===== src/rtl/multiplexed_display_driver_if.sv =====
// Load handshake between the datapath output register and the display driver.
// The producer presents a packed word with load; pending reports an undisplayed capture.
interface multiplexed_display_driver_if #(
  parameter int DIGITS = 4
);
  logic                  load;
  logic [4*DIGITS-1:0]   value_in;
  logic                  pending;

  modport master (
    output load,
    output value_in,
    input  pending
  );

  modport slave (
    input  load,
    input  value_in,
    output pending
  );
endinterface


===== src/rtl/multiplexed_display_driver.sv =====
// Time-multiplexed 15-segment display driver with double-buffered load,
// leading-zero blanking and a minus glyph.
module multiplexed_display_driver #(
  parameter int DIGITS   = 4,
  parameter int PRESCALE = 1000
) (
  input  logic                 clk,
  input  logic                 reset_n,
  input  logic                 enable,
  input  logic                 blank_lz,
  multiplexed_display_driver_if.slave bus,
  output logic                 frame_start,
  output logic [DIGITS-1:0]    digit_enable,
  output logic [14:0]          segment_pattern
);

  localparam int IW = (DIGITS > 1) ? $clog2(DIGITS) : 1;
  localparam int CW = (PRESCALE > 1) ? $clog2(PRESCALE) : 1;
  localparam int VW = 4 * DIGITS;
  localparam logic [CW-1:0] PTOP = CW'(PRESCALE - 1);
  localparam logic [IW-1:0] DTOP = IW'(DIGITS - 1);

  logic [VW-1:0]     pend_q, pend_d;
  logic [VW-1:0]     shadow_q, shadow_d;
  logic              pending_q, pending_d;
  logic [CW-1:0]     presc_q, presc_d;
  logic [IW-1:0]     idx_q, idx_d;
  logic              frame_q, frame_d;
  logic [DIGITS-1:0] den_q, den_d;
  logic [14:0]       seg_q, seg_d;

  logic              term;
  logic              last;
  logic              xfer;
  logic              run_zero;
  logic              blank;
  logic [3:0]        code;
  logic [DIGITS-1:0] lz;

  function automatic logic [14:0] glyph(input logic [3:0] c);
    logic [14:0] g;
    g = 15'h0000;
    case (c)
      4'h0:    g = 15'h0C3F;
      4'h1:    g = 15'h0406;
      4'h2:    g = 15'h00DB;
      4'h3:    g = 15'h00CF;
      4'h4:    g = 15'h00E6;
      4'h5:    g = 15'h00ED;
      4'h6:    g = 15'h00FD;
      4'h7:    g = 15'h1401;
      4'h8:    g = 15'h00FF;
      4'h9:    g = 15'h00EF;
      4'hF:    g = 15'h00C0;
      default: g = 15'h0000;
    endcase
    return g;
  endfunction

  always_comb begin
    term      = (presc_q == PTOP);
    last      = (idx_q == DTOP);
    // Swap only at a frame boundary so a frame never mixes two words
    xfer      = pending_q & (~enable | (term & last));
    pend_d    = bus.load ? bus.value_in : pend_q;
    shadow_d  = xfer ? pend_q : shadow_q;
    pending_d = bus.load | (pending_q & ~xfer);
    presc_d   = '0;
    idx_d     = '0;
    if (enable) begin
      presc_d = term ? '0 : presc_q + CW'(1);
      idx_d   = idx_q;
      if (term) begin
        idx_d = last ? '0 : idx_q + IW'(1);
      end
    end
  end

  always_comb begin
    run_zero = 1'b1;
    lz       = '0;
    code     = 4'h0;
    den_d    = '0;
    // A digit is a leading zero when it and every digit above it is 0
    for (int k = DIGITS - 1; k >= 0; k--) begin
      run_zero = run_zero & (shadow_q[4*k +: 4] == 4'h0);
      lz[k]    = run_zero & (k != 0);
    end
    blank = 1'b0;
    for (int k = 0; k < DIGITS; k++) begin
      if (IW'(k) == idx_q) begin
        code     = shadow_q[4*k +: 4];
        blank    = blank_lz & lz[k];
        den_d[k] = enable;
      end
    end
    seg_d   = (enable && !blank) ? glyph(code) : 15'h0000;
    frame_d = enable & (presc_q == '0) & (idx_q == '0);
  end

  always_ff @(posedge clk or negedge reset_n) begin
    if (!reset_n) begin
      pend_q    <= '0;
      shadow_q  <= '0;
      pending_q <= 1'b0;
      presc_q   <= '0;
      idx_q     <= '0;
      frame_q   <= 1'b0;
      den_q     <= '0;
      seg_q     <= '0;
    end else begin
      pend_q    <= pend_d;
      shadow_q  <= shadow_d;
      pending_q <= pending_d;
      presc_q   <= presc_d;
      idx_q     <= idx_d;
      frame_q   <= frame_d;
      den_q     <= den_d;
      seg_q     <= seg_d;
    end
  end

  assign bus.pending     = pending_q;
  assign frame_start     = frame_q;
  assign digit_enable    = den_q;
  assign segment_pattern = seg_q;

endmodule


===== src/flat_wrapper.sv =====
// flat-port wrapper written by rule: the top's interface ports become plain ports
module multiplexed_display_driver_flat 
#(
  parameter int DIGITS   = 4,
  parameter int PRESCALE = 1000
)
  (clk, reset_n, enable, blank_lz, frame_start, digit_enable, segment_pattern, bus_load, bus_value_in, bus_pending);
  multiplexed_display_driver_if #(.DIGITS(DIGITS)) bus_i ();
  input  logic clk;
  input  logic reset_n;
  input  logic enable;
  input  logic blank_lz;
  output logic frame_start;
  output logic [DIGITS-1:0] digit_enable;
  output logic [14:0] segment_pattern;
  input wire logic [$bits(bus_i.load)-1:0] bus_load;
  input wire logic [$bits(bus_i.value_in)-1:0] bus_value_in;
  output wire logic [$bits(bus_i.pending)-1:0] bus_pending;
  assign bus_i.load = bus_load;
  assign bus_i.value_in = bus_value_in;
  assign bus_pending = bus_i.pending;
  multiplexed_display_driver #(.DIGITS(DIGITS), .PRESCALE(PRESCALE)) u_core (.clk(clk), .reset_n(reset_n), .enable(enable), .blank_lz(blank_lz), .bus(bus_i), .frame_start(frame_start), .digit_enable(digit_enable), .segment_pattern(segment_pattern));
endmodule

===== config.mk =====
export PLATFORM = sky130hd
export DESIGN_NAME = multiplexed_display_driver_flat
export DESIGN_NICKNAME = d
export VERILOG_FILES = /design/src/rtl/multiplexed_display_driver_if.sv /design/src/rtl/multiplexed_display_driver.sv /design/src/flat_wrapper.sv
export SDC_FILE = /design/constraint.sdc
export NUM_CORES = 1
export LEC_CHECK = 0
export ABC_AREA = 1
export CORE_MARGIN = 3
export CORE_UTILIZATION = 54
export CTS_CLUSTER_SIZE = 20
export DETAILED_ROUTE_END_ITERATION = 8
export PLACE_DENSITY_LB_ADDON = 0.25
export SYNTH_ARGS = -nofsm -noshare
export SYNTH_HDL_FRONTEND = slang
export SYNTH_SLANG_ARGS = --single-unit

===== constraint.sdc =====
create_clock -name clk -period 2.6 [get_ports clk]
set_input_delay 0.52 -clock clk [delete_from_list [all_inputs] [get_ports clk]]
set_output_delay 0.52 -clock clk [all_outputs]
set_load 0.02 [all_outputs]

Word level (Yosys, flattened, before mapping):

Memories as Yosys holds them, arrays and structs flattened.
Index checks and enable logic that the tools add are counted.

* register bits after elaboration: 65
* bits in latches: 0
* RAM bits: 0
* bits in read-only memories: 176
* logic and storage cells: 55
* memories: 1

Memories
* (name not given): depth 16, width 11, rd ports 1, clocked after memory_dff 0, write ports 0, line multiplexed_display_driver.sv:43 `case (c)`

* add/subtract/negate cells: 2
* $mul: 0
* div/mod/pow operators: 0
* order comparisons: 0
* equal/unequal tests: 6
* shifts and indexed selects: 0
* mux-type cells: 17
* bitwise operators: 14
* reductions and logical operators: 7

Operators with widths (number)
* 10-bit two-way mux: 2
* 4-bit two-way mux: 4
* 15-bit two-way mux: 1
* 4-bit logical NOT: 3
* 10-bit by 1-bit adder with 10-bit output (second input constant): 1
* 1-bit AND: 10
* 10-bit == test (second input constant): 1
* 10-bit logical NOT: 1
* 1-bit two-way mux: 7
* 2-bit two-way mux: 3
* 2-bit == test (first input constant): 2
* 2-bit by 1-bit adder with 2-bit output (second input constant): 1
* 1-bit by 2-bit == test with 1-bit output (first input constant): 1
* 2-bit == test (second input constant): 1
* 2-bit logical NOT: 1
* 2-bit by 1-bit inequality test with 1-bit output (second input constant): 1
* 1-bit inverter: 2
* 1-bit OR: 2
* 1-bit logical AND: 1
* 1-bit logical NOT: 1

Longest topological paths before layout:

Gate-level depths: netlist of the first run.

* depth after elaboration: 10
* gate-level depth with buffers: 13
* mapped depth without buffers: 13

Worst setup path before layout of the first run:

OpenSTA, ideal clock, no wires.

* kind: reg2reg
* start: reg u_core.idx_q[1]
* end: reg u_core.seg_q[7] (netlist: u_core.segment_pattern[7])
* setup time: 0.117 ns
* arrival time: 1.727 ns
* setup slack: 0.757 ns
* cell stages (with the launch flop): 13
* buffers on the path: 0
* period minus slack after synthesis: 1.843 ns
* cells stage by stage: dfrtp_1 -> inv_1 -> ha_1 -> inv_2 -> o21ai_0 -> o21ai_0 -> nand2_1 -> inv_1 -> ha_1 -> nand3_1 -> nand2_1 -> nor2_1 -> nor2_1

* longest elaborated chain between the ends: 7
* elaborated cells on any way between the ends: 15

Ends and longest elaborated chain
* from (decl): line multiplexed_display_driver.sv:27 `logic [IW-1:0] idx_q, idx_d;`
* from (signal assigned): line multiplexed_display_driver.sv:116 `idx_q <= idx_d;`
* 2-bit logical NOT / 1-bit by 2-bit == test with 1-bit output (equally long branches): line multiplexed_display_driver.sv:91 `if (IW'(k) == idx_q) begin`
* 4-bit two-way mux / 1-bit two-way mux (equally long branches) (3 in a row): line multiplexed_display_driver.sv:91
* 4-bit two-way mux / 1-bit logical NOT (equally long branches): line multiplexed_display_driver.sv:91, multiplexed_display_driver.sv:97
* memory read 16 x 11 bit / 1-bit logical AND (equally long branches)
* 15-bit two-way mux *: line multiplexed_display_driver.sv:97 `seg_d = (enable && !blank) ? glyph(code) : 15'h0000;`
* to (signal assigned): line multiplexed_display_driver.sv:119 `seg_q <= seg_d;`
* to (decl): line multiplexed_display_driver.sv:30 `logic [14:0] seg_q, seg_d;`

Mark *: on every way between the ends. The rest lies on a longest branch, timed or not.
A chain may end at the register's enable or synchronous reset.

Final worst setup path of the first run:

Same ends and word-level chain as after synthesis.

==> metrics, run 1 <==
drt wl/cell=11.09 um; DIE HEIGHT=79.32 um; Setup Buffers After CTS=0; Seq cells post-synth=60; CTS tree=yes; sequential share of power=42.7%; Max Fclk=458.1 MHz; Mapped Cells=329; clock latency on the worst-skew pair=340 ps; Clock transition at path regs=around 60 ps; # DRC=0; Distinct cells, synth=27; CP endpoint kind=flip-flop; first-pass GRT wire length=8963 um; Lkg Pwr=1.736 nW; number of H-tree levels=3; reg2reg path depth=12; vias in the first global route=between 2000 and 2500; Mean Syn Cell Area=8.823 um2; Clock Tree Root=clkbuf_8; drt first pass iters=4; switching power=894.2 uW; Worst R2R Setup Slack=between 400 and 500 ps; Die X=~79 um; Placer Congestion=0.9018; final hold vios=0; Seq/Total Area, Yosys=51.72%; GR Overflow Total=0; hold slack final=305.7 ps; Inserted Diodes=0; starting density of the core=56.48%; Post-CTS Resized=0; # port buffers=37; status=completed; Hold Path Class=in -> async; Final ANT Viol Nets=0; cts hold-fix bufs=0; post-route setup TNS=0 ps; Period minus WS final=2183 ps; initial antenna violation count=0; Slew Limit Fails=0; Worst Path Required=2830 ps; number of flops mapped to enable cells by yosys=0; final worst-path cycle share=83.95%; Synth Warn #=0; fillers=~460; Cell Pwr Density=791.7 nW/um2; ys flop type=dfrtp_1; FFs w/ async S/R, synth=100.0%; RSZ-0062 raised after global routing=false; Core Rows=26; # setup viols final=0; Fin Clk Skew=8.028 ps; Power Internal=1.825 mW; Net Sw Frac=32.89%; startpoint types=flip-flop; Die Area=6291 um2; share of cells above drive strength 1=11.83%; clock buffer depth=2; area grow syn2layout=18.32%; FF-to-FF End=u_core.segment_pattern[7]; largest net degree at the start of global routing=61; Comb pwr share=30.8%; Mapped Area=2903 um2; maximum vdd drop=0.0003883 V; max-cap violation count=0; HPWL after detailed placement=3480 um; DRT Wirelength=4902 um; Reg2Reg Launch Point=u_core.idx_q[1]; Worst Tran Pin Value=728.3 ps; critical path arrival=2410 ps; clock share of power=26.5%; register area=around 1500 um2; clk sink count=60; core area=about 5100 um2; routed vias/inst=4.785; total track usage=between 10% and 20%; via count=around 2100; DRT iter0 DRCs=67; CP Class=reg -> reg; max_slew headroom=51.44%; Max Fanout on Critical Path=6; Final #Nets=402; cts bufs inserted=9; IO Count=42; multi-input logic area=1121 um2
==> flip-flops by register name (all words and copies together), names as in the netlist <==
signal	flops
u_core.bus.pending	1
u_core.frame_start	1
u_core.pend_q	16
u_core.idx_q	2
u_core.segment_pattern	10
u_core.digit_enable	4
u_core.presc_q	10
u_core.shadow_q	16
==> cell families after synthesis <==
group | Yosys count | synth area share (%)
other | 1 | 0.1292
flip-flops | 60 | 51.72
AND/OR/NAND/NOR | 138 | 20.26
AO/OA/AOI/OAI | 57 | 12.24
buffers and inverters | 60 | 10.04
adder cells (fa/ha/maj) | 13 | 5.604
==> power by group through the flow <==
stage               Sequential, mW  Clock [mW]  Combinational [mW]
CTS                           1.16       0.741               0.847
detailed placement            1.18           0               0.844
finish                        1.16       0.722               0.837
global placement              1.18           0               0.824
floorplan                     1.26           0               0.467
global route                  1.18       0.791               0.948
==> worst max-delay path, cell delays in order (launching register included) <==
cell,delay [ps]
dfrtp_1,400
inv_1,110
ha_1,320
inv_2,80
o21ai_0,210
o21ai_0,110
nand2_1,190
inv_1,130
ha_1,210
nand3_1,100
nand2_1,80
nor2_1,80
nor2_1,50
==> cell type report <==
class | instances | area share (%)
Clock inverter | 2 | 0.2914
Inverter | 46 | 5.100
Sequential cell | 60 | 43.72
Clock buffer | 13 | 4.627
Timing Repair Buffer | 39 | 11.07
Multi-Input combinational cell | 212 | 32.64
Tap cell | 70 | 2.550
==> stage by stage <==
step | cell area, um2 | power (mW) | cells | setup WS (ps) | util (%)
after floorplan | 2914 | 1.730 | 332 | 756.7 | -
after global placement | 3266 | 1.999 | 427 | 474.0 | 63.53
after detailed placement | 3266 | 2.021 | 427 | 390.4 | 63.53
after CTS | 3435 | 2.749 | 442 | 430.2 | 66.82
after global routing | 3435 | 2.917 | 442 | 152.0 | 66.82
final | 3435 | 2.719 | 442 | 417.2 | 66.82
==> layer usage <==
| metal | global-route usage (%) | part of all wire (%) |
|---|---|---|
| met5 | 0 | 0 |
| met4 | 12.20 | 3.3 |
| met3 | 4.875 | 4.2 |
| met2 | 29.97 | 47 |
| met1 | 22.41 | 46 |
==> how the worst max path moves through the flow <==
stage,cells after the start,slack [ps],endpoint,start
2_1_floorplan,12,760,u_core.segment_pattern[7],u_core.idx_q[1]
3_3_place_gp,5,470,u_core.shadow_q[11],enable
3_5_place_dp,6,390,u_core.shadow_q[4],enable
4_1_cts,12,430,u_core.segment_pattern[7],u_core.idx_q[1]
5_1_grt,13,150,u_core.segment_pattern[2],u_core.idx_q[1]
6_report,12,420,u_core.segment_pattern[7],u_core.idx_q[1]
==> Yosys cell counts, types with 2 or more instances <==
cell / instances / share of area [%]
o21ai_2: 16 / 4.8
a21oi_1: 13 / 2.2
inv_1: 43 / 5.6
inv_2: 2 / 0.26
buf_4: 5 / 1.3
nand3_1: 13 / 2.2
ha_1: 13 / 5.6
dfrtp_1: 60 / 52
nand4_1: 2 / 0.43
nand2_1: 75 / 9.7
nor2_1: 34 / 4.4
buf_6: 6 / 2.3
nand2_2: 6 / 1.3
o21ai_0: 24 / 4.1
nor3_1: 3 / 0.52
clkbuf_1: 3 / 0.39
==> cells in the final DEF, fill, tap and decap left out, types with 3 or more instances in the layout <==
cell and instances:
a21oi_1 13, dfrtp_1 60, nand2_2 6, ha_1 13, conb_1 4, clkdlybuf4s50_1 36, nor3_1 3, nand2_1 75
nor2_1 34, o21ai_2 16, o21ai_0 24, clkbuf_8 11, nand3_1 13, inv_1 43
(Power assumes the default switching activity.)
==> run 2: changes to the inputs <==
CORE_UTILIZATION = 49   (was 54)
clock period = 1.9 ns   (was 2.6 ns; I/O delays follow)
==> metrics, run 2 (same netlist as run 1, synthesis figures left out) <==
Worst R2R Setup Slack=-50 ps (-460 ps); Max Fclk=513.7 MHz (+12%); Period minus WS final=1947 ps (-236.0 ps); # DRC=0 (unchanged); total track usage=17.06% (-1.7 points); drt first pass iters=4 (unchanged); Max Fanout on Critical Path=5 (-1); worst slack, placed=-145.2 ps (-535.6 ps); routed vias/inst=4.783 (about the same); Inserted Diodes=0 (unchanged); hold slack final=44.14 ps (-261.6 ps); fillers=453 (-2.2%); final worst-path cycle share=102.5% (+19 points); initial antenna violation count=0 (unchanged); core area=5608 um2 (+9.1%); Post-DP Area=3413 um2 (+4.5%); Die X=82.97 um (+4.6%); Slew Limit Fails=0 (unchanged); DIE HEIGHT=82.97 um (+4.6%); RSZ-0062 raised after global routing=true; via count=2243 (+6.1%); CP Class=reg -> reg; biggest regs=u_core.pend_q: 16 flops, u_core.shadow_q: 16 flops; Post-Layout Cell Count=469 (+6.1%); status=finished with violations; first-pass GRT wire length=9453 um (+5.5%); max-cap violation count=0 (unchanged); startpoint types=flip-flop; clock latency on the worst-skew pair=330 ps (about the same); final hold vios=0 (unchanged); CTS tree=yes; Clock transition at path regs=60 ps (about the same); critical path arrival=2160 ps (-250 ps); maximum vdd drop=0.0006710 V (+73%); vias in the first global route=2142 (+3.3%); worst setup margin=-46.80 ps (-464.0 ps); Cell Pwr Density=1064 nW/um2 (+34%); HPWL after detailed placement=3894 um (+12%); DRT iter0 DRCs=123 (+84%); starting density of the core=51.76% (-4.7 points); GR Overflow Total=0 (unchanged); IO Count=42 (unchanged); Clock Tree Root=clkbuf_8; failing checks=setup timing; Lkg Pwr=1.882 nW (+8.4%); CP endpoint kind=flip-flop; Hold Path Class=in -> async; crit path buf inv count=3 (unchanged); Final #Nets=428 (+6.5%); clk sink count=60 (unchanged); clock buffer depth=2 (unchanged); cts bufs inserted=9 (unchanged); Fin Clk Skew=7.103 ps (-0.9246 ps); Core Rows=27 (+3.8%); CP Cell Sequence=inv_4 > ha_4 > inv_4 > o21ai_2 > o21ai_1 > nand2_2 > buf_6 > ha_4 > nand3_2 > a21oi_2 > nor2_1; Die Area=6883 um2 (+9.4%); Design Area, Final=3847 um2 (+12%); slowest stage delay, CP=460 ps (+60 ps); CP max stage cell=dfrtp_2; # port buffers=37 (unchanged); register area=1503 um2 (about the same); number of H-tree levels=3 (unchanged); Worst Path Required=2120 ps (-710 ps); post-route setup TNS=-90.55 ps (-90.55 ps); area grow syn2layout=32.54%; delay-heaviest family, CP=flip-flops; Placer Congestion=0.8392 (-6.9%); # setup viols final=2 (+2); multi-input logic area=1303 um2 (+16%); share of cells above drive strength 1=25.69% (+14 points); largest net degree at the start of global routing=61 (unchanged); Final ANT Viol Nets=0 (unchanged); drt wl/cell=12.51 um (+13%); commonest non-fill, non-tap cells in the layout=nand2_1 (68), dfrtp_1 (59), inv_1 (40), clkdlybuf4s50_1 (36), nor2_1 (32); placed instance count=445 (+4.2%); DRT Wirelength=5865 um (+20%); commonest non-fill, non-tap cell in the layout=nand2_1
-- run 2: metrics by stage --
stage                     power (mW)  util [%]
final                          4.092     68.61
after global routing           4.373     68.61
after CTS                      3.863     64.64
after detailed placement       2.851     60.87
after global placement         2.817     60.87
after floorplan                2.368         -
-- run 2: final timing paths --
kind / from / to / cells past startpoint
worst max-delay path: u_core.idx_q[0] / u_core.segment_pattern[3] / 11
worst min-delay path: reset_n / u_core.presc_q[8] / 2
worst max register to register: u_core.idx_q[0] / u_core.segment_pattern[3] / 11
worst min register to register: u_core.shadow_q[3] / u_core.shadow_q[3] / 2
max in group asynchronous: reset_n / u_core.idx_q[0] / 2
min in group clk: u_core.shadow_q[3] / u_core.shadow_q[3] / 2
-- run 2: cell type report --
| class | count | area share, % |
|---|---|---|
| Multi-Input combinational cell | 212 | 33.85 |
| Sequential cell | 60 | 39.06 |
| Timing Repair Buffer | 65 | 16.00 |
| Inverter | 46 | 4.683 |
| Tap cell | 72 | 2.341 |
| Clock inverter | 3 | 0.3902 |
| Clock buffer | 11 | 3.675 |
-- run 2: report_power, final --
part           switching (mW)  internal, mW  total [mW]
registers               0.114          1.49        1.61
logic                   0.852         0.707        1.56
clock network           0.441         0.487       0.927
-- run 2: metal layers --
layer	global-route usage (%)	share of wire (%)	vias to the layer above
met5	0	0	-
met4	8.470	2.3	0
met3	3.671	4.4	12
met2	28.13	50	50
met1	21.17	43	1034
li1	-	-	1147
-- run 2: repair_timing --
action / CTS / global route
resized for setup: 11 / 39
setup buffers: 3 / 7
setup endpoints to repair: 8 / 10
pin swaps: 2 / 19
hold buffers: 0 / 0
==> run 3: changes to the inputs <==
CAP_MARGIN = 5   (was unset)
SKIP_LAST_GASP = 1   (was unset)
==> metrics, run 3 (same netlist as run 1, synthesis figures left out) <==
status=finished with violations; failing checks=setup timing; routed vias/inst=4.793 (+0.22%); commonest non-fill, non-tap cells in the layout=nand2_1 (68), dfrtp_1 (59), inv_1 (40), clkdlybuf4s50_1 (36), nor2_1 (32); critical path arrival=2160 ps (about the same); first-pass GRT wire length=9453 um (unchanged); worst setup margin=-46.73 ps (+0.06610 ps); DRT iter0 DRCs=139 (+13%); fillers=455 (+0.44%); # setup viols final=3 (+1); Final ANT Viol Nets=0 (unchanged); cts bufs inserted=9 (unchanged); startpoint types=flip-flop; DRT Wirelength=5883 um (+0.31%); commonest non-fill, non-tap cell in the layout=nand2_1; DIE HEIGHT=82.97 um (unchanged); Fin Clk Skew=7.355 ps (+0.2523 ps); Core Rows=27 (unchanged); RSZ-0062 raised after global routing=true; Period minus WS final=1947 ps (-0.06610 ps); # port buffers=37 (unchanged); Worst Path Required=2120 ps (about the same); CP endpoint kind=flip-flop; vias in the first global route=2142 (unchanged); Cell Pwr Density=1065 nW/um2 (+0.16%); Hold Path Class=in -> async; clock latency on the worst-skew pair=330 ps (about the same); largest net degree at the start of global routing=61 (unchanged); HPWL after detailed placement=3894 um (unchanged); starting density of the core=51.76% (unchanged); drt wl/cell=12.54 um (+0.31%); multi-input logic area=1292 um2 (-0.77%); placed instance count=445 (unchanged); clock buffer depth=2 (unchanged); Die X=82.97 um (unchanged); total track usage=17.06% (unchanged); via count=2248 (+0.22%); clk sink count=60 (unchanged); Clock Tree Root=clkbuf_8; maximum vdd drop=0.0007177 V (+7.0%); Clock transition at path regs=70 ps (about the same); Final Power=4.088 mW (about the same); # DRC=0 (unchanged); share of cells above drive strength 1=25.69% (unchanged); biggest regs=u_core.pend_q: 16 flops, u_core.shadow_q: 16 flops; Post-Layout Cell Count=469 (unchanged); post-route setup TNS=-87.69 ps (+2.863 ps); Die Area=6883 um2 (unchanged); CTS tree=yes; CP Class=reg -> reg; Final #Nets=428 (unchanged); drt first pass iters=4 (unchanged); Max Fclk=513.7 MHz (about the same); max-cap violation count=0 (unchanged); Slew Limit Fails=0 (unchanged); cts hold-fix bufs=0 (unchanged); Inserted Diodes=0 (unchanged); hold slack final=31.26 ps (-12.89 ps); register area=1503 um2 (unchanged); area grow syn2layout=32.20%; number of H-tree levels=3 (unchanged); Placer Congestion=0.8392 (unchanged); initial antenna violation count=0 (unchanged); IO Count=42 (unchanged); core area=5608 um2 (unchanged); final hold vios=0 (unchanged); Final Util=68.43% (-0.18 points); final worst-path cycle share=102.5% (about the same); GR Overflow Total=0 (unchanged); Max Fanout on Critical Path=5 (unchanged); Lkg Pwr=1.880 nW (-0.11%)
[run 3: cell counts in the layout (fill, tap and decap cells not counted)]
No cell type changed its count.
[run 3: layer usage]
| metal | vias up | wire length [um] | track usage, % |
|---|---|---|---|
| met2 | 54 | 2947 | 28.13 |
| met3 | 10 | 264 | 3.671 |
| li1 | 1145 | - | - |
| met1 | 1039 | 2550 | 21.17 |
| met5 | - | 0 | 0 |
| met4 | 0 | 120 | 8.470 |
[run 3: what timing repair did]
action / 4_1_cts / 5_1_grt
endpoints found under the setup margin: 8 / 10
pin swaps: 2 / 19
setup buffers: 3 / 7
gates resized for setup: 11 / 38
[run 3: path summary, 6_finish.rpt]
check | startpoint | to | slack (ps) | depth (start not counted)
max | u_core.idx_q[0] | u_core.segment_pattern[3] | -50 | 11
max in group asynchronous | reset_n | u_core.idx_q[0] | 1560 | 2
min reg2reg | u_core.shadow_q[3] | u_core.shadow_q[3] | 490 | 2
min in group clk | u_core.shadow_q[3] | u_core.shadow_q[3] | 490 | 2
max reg2reg | u_core.idx_q[0] | u_core.segment_pattern[3] | -50 | 11
min | reset_n | u_core.presc_q[4] | 30 | 2
[run 3: cell type report]
cell class,instances,share of cell area (%)
Timing Repair Buffer,65,16.04
Multi-Input combinational cell,212,33.68
Clock buffer,11,3.684
Clock inverter,3,0.3913
Sequential cell,60,39.16
Inverter,46,4.695
Tap cell,72,2.348
[run 3: stage by stage]
stage | worst slack (ps) | area (um2)
CTS | 8.462 | 3625
finish | -46.73 | 3837
floorplan | 56.69 | 2914
detailed placement | -145.2 | 3413
global route | -125.7 | 3837
global placement | -11.77 | 3413
[run 3: critical path: stages, from the launching register on]
cell and delay [ps]:
dfrtp_2 460, inv_4 80, ha_4 190, inv_4 70, o21ai_2 60, o21ai_1 200, nand2_2 120, buf_6 140
ha_4 260, nand3_2 70, a21oi_2 140, nor2_1 40
[run 3: power by group]
| group | internal (mW) | switching, mW | total, mW |
|---|---|---|---|
| clock network | 0.487 | 0.447 | 0.934 |
| logic | 0.702 | 0.847 | 1.55 |
| registers | 1.49 | 0.114 | 1.61 |
| total | 2.68 | 1.41 | 4.09 |
==> variant: new RTL, config.mk and constraints of run 1 <==
Add an input register stage for `enable` and `blank_lz`; this delays them by one clock. The other inputs are not delayed to match.
--- a/src/rtl/multiplexed_display_driver.sv
+++ b/src/rtl/multiplexed_display_driver.sv
@@ -19,6 +19,14 @@
   localparam int VW = 4 * DIGITS;
   localparam logic [CW-1:0] PTOP = CW'(PRESCALE - 1);
   localparam logic [IW-1:0] DTOP = IW'(DIGITS - 1);
+
+  logic enable_q;
+  logic blank_lz_q;
+
+  always_ff @(posedge clk) begin
+    enable_q   <= enable;
+    blank_lz_q <= blank_lz;
+  end
 
   logic [VW-1:0]     pend_q, pend_d;
   logic [VW-1:0]     shadow_q, shadow_d;
@@ -61,13 +69,13 @@
     term      = (presc_q == PTOP);
     last      = (idx_q == DTOP);
     // Swap only at a frame boundary so a frame never mixes two words
-    xfer      = pending_q & (~enable | (term & last));
+    xfer      = pending_q & (~enable_q | (term & last));
     pend_d    = bus.load ? bus.value_in : pend_q;
     shadow_d  = xfer ? pend_q : shadow_q;
     pending_d = bus.load | (pending_q & ~xfer);
     presc_d   = '0;
     idx_d     = '0;
-    if (enable) begin
+    if (enable_q) begin
       presc_d = term ? '0 : presc_q + CW'(1);
       idx_d   = idx_q;
       if (term) begin
@@ -90,12 +98,12 @@
     for (int k = 0; k < DIGITS; k++) begin
       if (IW'(k) == idx_q) begin
         code     = shadow_q[4*k +: 4];
-        blank    = blank_lz & lz[k];
-        den_d[k] = enable;
+        blank    = blank_lz_q & lz[k];
+        den_d[k] = enable_q;
       end
     end
-    seg_d   = (enable && !blank) ? glyph(code) : 15'h0000;
-    frame_d = enable & (presc_q == '0) & (idx_q == '0);
+    seg_d   = (enable_q && !blank) ? glyph(code) : 15'h0000;
+    frame_d = enable_q & (presc_q == '0) & (idx_q == '0);
   end
 
   always_ff @(posedge clk or negedge reset_n) begin
Formal check against the unedited RTL: not equivalent (Yosys sat finds a counterexample within 4 cycles, from zero or initial values and one cycle with reset_n low).
==> variant against run 1 <==
  * Core utilization rose by 1.8 points
  * Final cell count rose by 1.6%
  * Setup slack improved by 27 ps
  * Total power rose by 7.8%
  * Synthesized area rose by 1.2%
  * Die area rose by 1.1%
  * Combinational power barely moved
  * Sequential cell count rose by 2
  * Fmax rose by 1.3%
  * Global-route usage fell by 0.22 points
  * Sequential power rose by 3%
  * Final area rose by 3.3%
  * Routed wire length rose by 3.8%
  * Critical endpoint is now u_core.segment_pattern[2]
  * Largest power group unchanged
==> variant: results (changes against run 1) <==
• **run status** finished, final reports clean
• **Setup Slack @ Placement** 494 ps, +104 ps
• **Cell Count Post-Placement** 433, +1.4%
• **sequential area share after synthesis** 52.5%, +0.77 points
• **Final GP Congestion** 0.832, -7.8%
• **number of standard cells in the layout, taps in and fillers out** 449, +1.6%
• **synthesized instance count** 333, +1.2%
• **placed wire-length estimate after detailed placement** 3750 µm, +7.8%
• **Final #Nets** 408, +1.5%
• **commonest cells in the netlist** 80 x nand2_1, 60 x dfrtp_1, 46 x inv_1
• **cell types occupying the most area after synthesis** dfrtp_1 51%, nand2_1 10%, inv_1 5.9%
• **GRT Resource Usage Total** 18.6%, -0.22 points
• **largest vdd supply drop** 0.000448 V, +15%
• **worst clock skew** 7.25 ps, -0.781 ps
• **post-synth cell types** 29, +7.4%
• **Bufs on Longest Clock Path** 2, unchanged
• **async set or reset register ratio after synthesis** 96.8%, -3.2 points
• **overall via count from detail_route** 2249, +6.3%
• **proportion of layout cells with a drive suffix above 1** 11.3%, -0.48 points
• **Leak Pwr** 1.78 nW, +2.7%
• **worst path arrival time** 2380 ps, -30 ps
• **number of global-route vias before repair** 2118, +2.2%
• **Clk Latency, worst-skew pair** 340 ps, about the same
• **initial drt markers** 73, +9.0%
• **measured slew at the worst slew-check pin** 544 ps, -184 ps
• **Post-Place Cell Area** 0.00333 mm², +1.9%
• **pin count of the biggest net entering global routing** 34, -44%
variant: cell types whose count changed in the layout (fill, tap and decap cells not counted), moves of 2 or more:
cell      delta
nor4_1       +2
nand2_2      -5
nor3_1       -2
nor2_1       -3
dfxtp_1      +2
clkbuf_1     -2
inv_1        +3
clkbuf_8     +2
nand2_1      +5
o21ai_0      +2
a21oi_1      +2
variant: metrics by stage:
stage                     hold slack [ps]  utilization [%]
after detailed placement              457             64.3
after CTS                             164             68.6
after global placement                453             64.3
after floorplan                       224                -
final                                 163             68.6
after global routing                  207             68.6
variant: final timing paths:
kind | start | endpoint | slack (ps) | cells after the start
setup / recovery | u_core.idx_q[0] | u_core.segment_pattern[2] | 440 | 13
hold / removal | reset_n | u_core.bus.pending | 160 | 1
setup reg to reg | u_core.idx_q[0] | u_core.segment_pattern[2] | 440 | 13
hold reg to reg | u_core.presc_q[9] | u_core.frame_start | 460 | 1
max in group asynchronous | reset_n | u_core.segment_pattern[11] | 1760 | 2
min in group clk | u_core.presc_q[9] | u_core.frame_start | 460 | 1
variant: logic make-up (layout without fill, tap and decap cells):
group / after synthesis / in the layout / synth area share, %
AOI/OAI and AO/OA: 60 / 60 / 12.5
adders and majority gates: 13 / 13 / 5.54
other: 1 / 4 / 0.128
DFF: 62 / 62 / 52.5
and+or+nand+nor: 137 / 137 / 20.1
buffers and inverters: 60 / 103 / 9.25
variant: metal layers:
layer | share of wire [%] | track usage [%] | vias up
met5 | 0 | 0 | -
met3 | 5.7 | 5.42 | 12
li1 | - | - | 1120
met2 | 48 | 30.5 | 62
met1 | 44 | 21.8 | 1055
met4 | 2.2 | 10.1 | 0
variant: report_power, final:
part / internal [mW] / switching, mW / leakage, nW
Sequential: 1.12 / 0.0769 / 0.777
Clock: 0.544 / 0.352 / 0.115
Combinational: 0.345 / 0.491 / 0.890
variant: critical path: stages (launching register included):
cell,delay (ps)
dfrtp_1,380
inv_1,100
ha_1,280
inv_1,140
o21ai_0,120
o21ai_0,180
nand2_1,180
inv_1,140
ha_1,150
inv_1,40
nand3_1,90
nand2_1,90
nor2_1,100
nor2_1,50
variant: final cells by class:
class | count | area (µm²)
fill | 419 | 1630
tap | 70 | 87.6
sequential | 62 | 1540
timing repair buffer | 40 | 388
clock buffer | 13 | 179
clock inverter | 3 | 40.0
multi-input combinational | 214 | 1130
inverter | 47 | 176
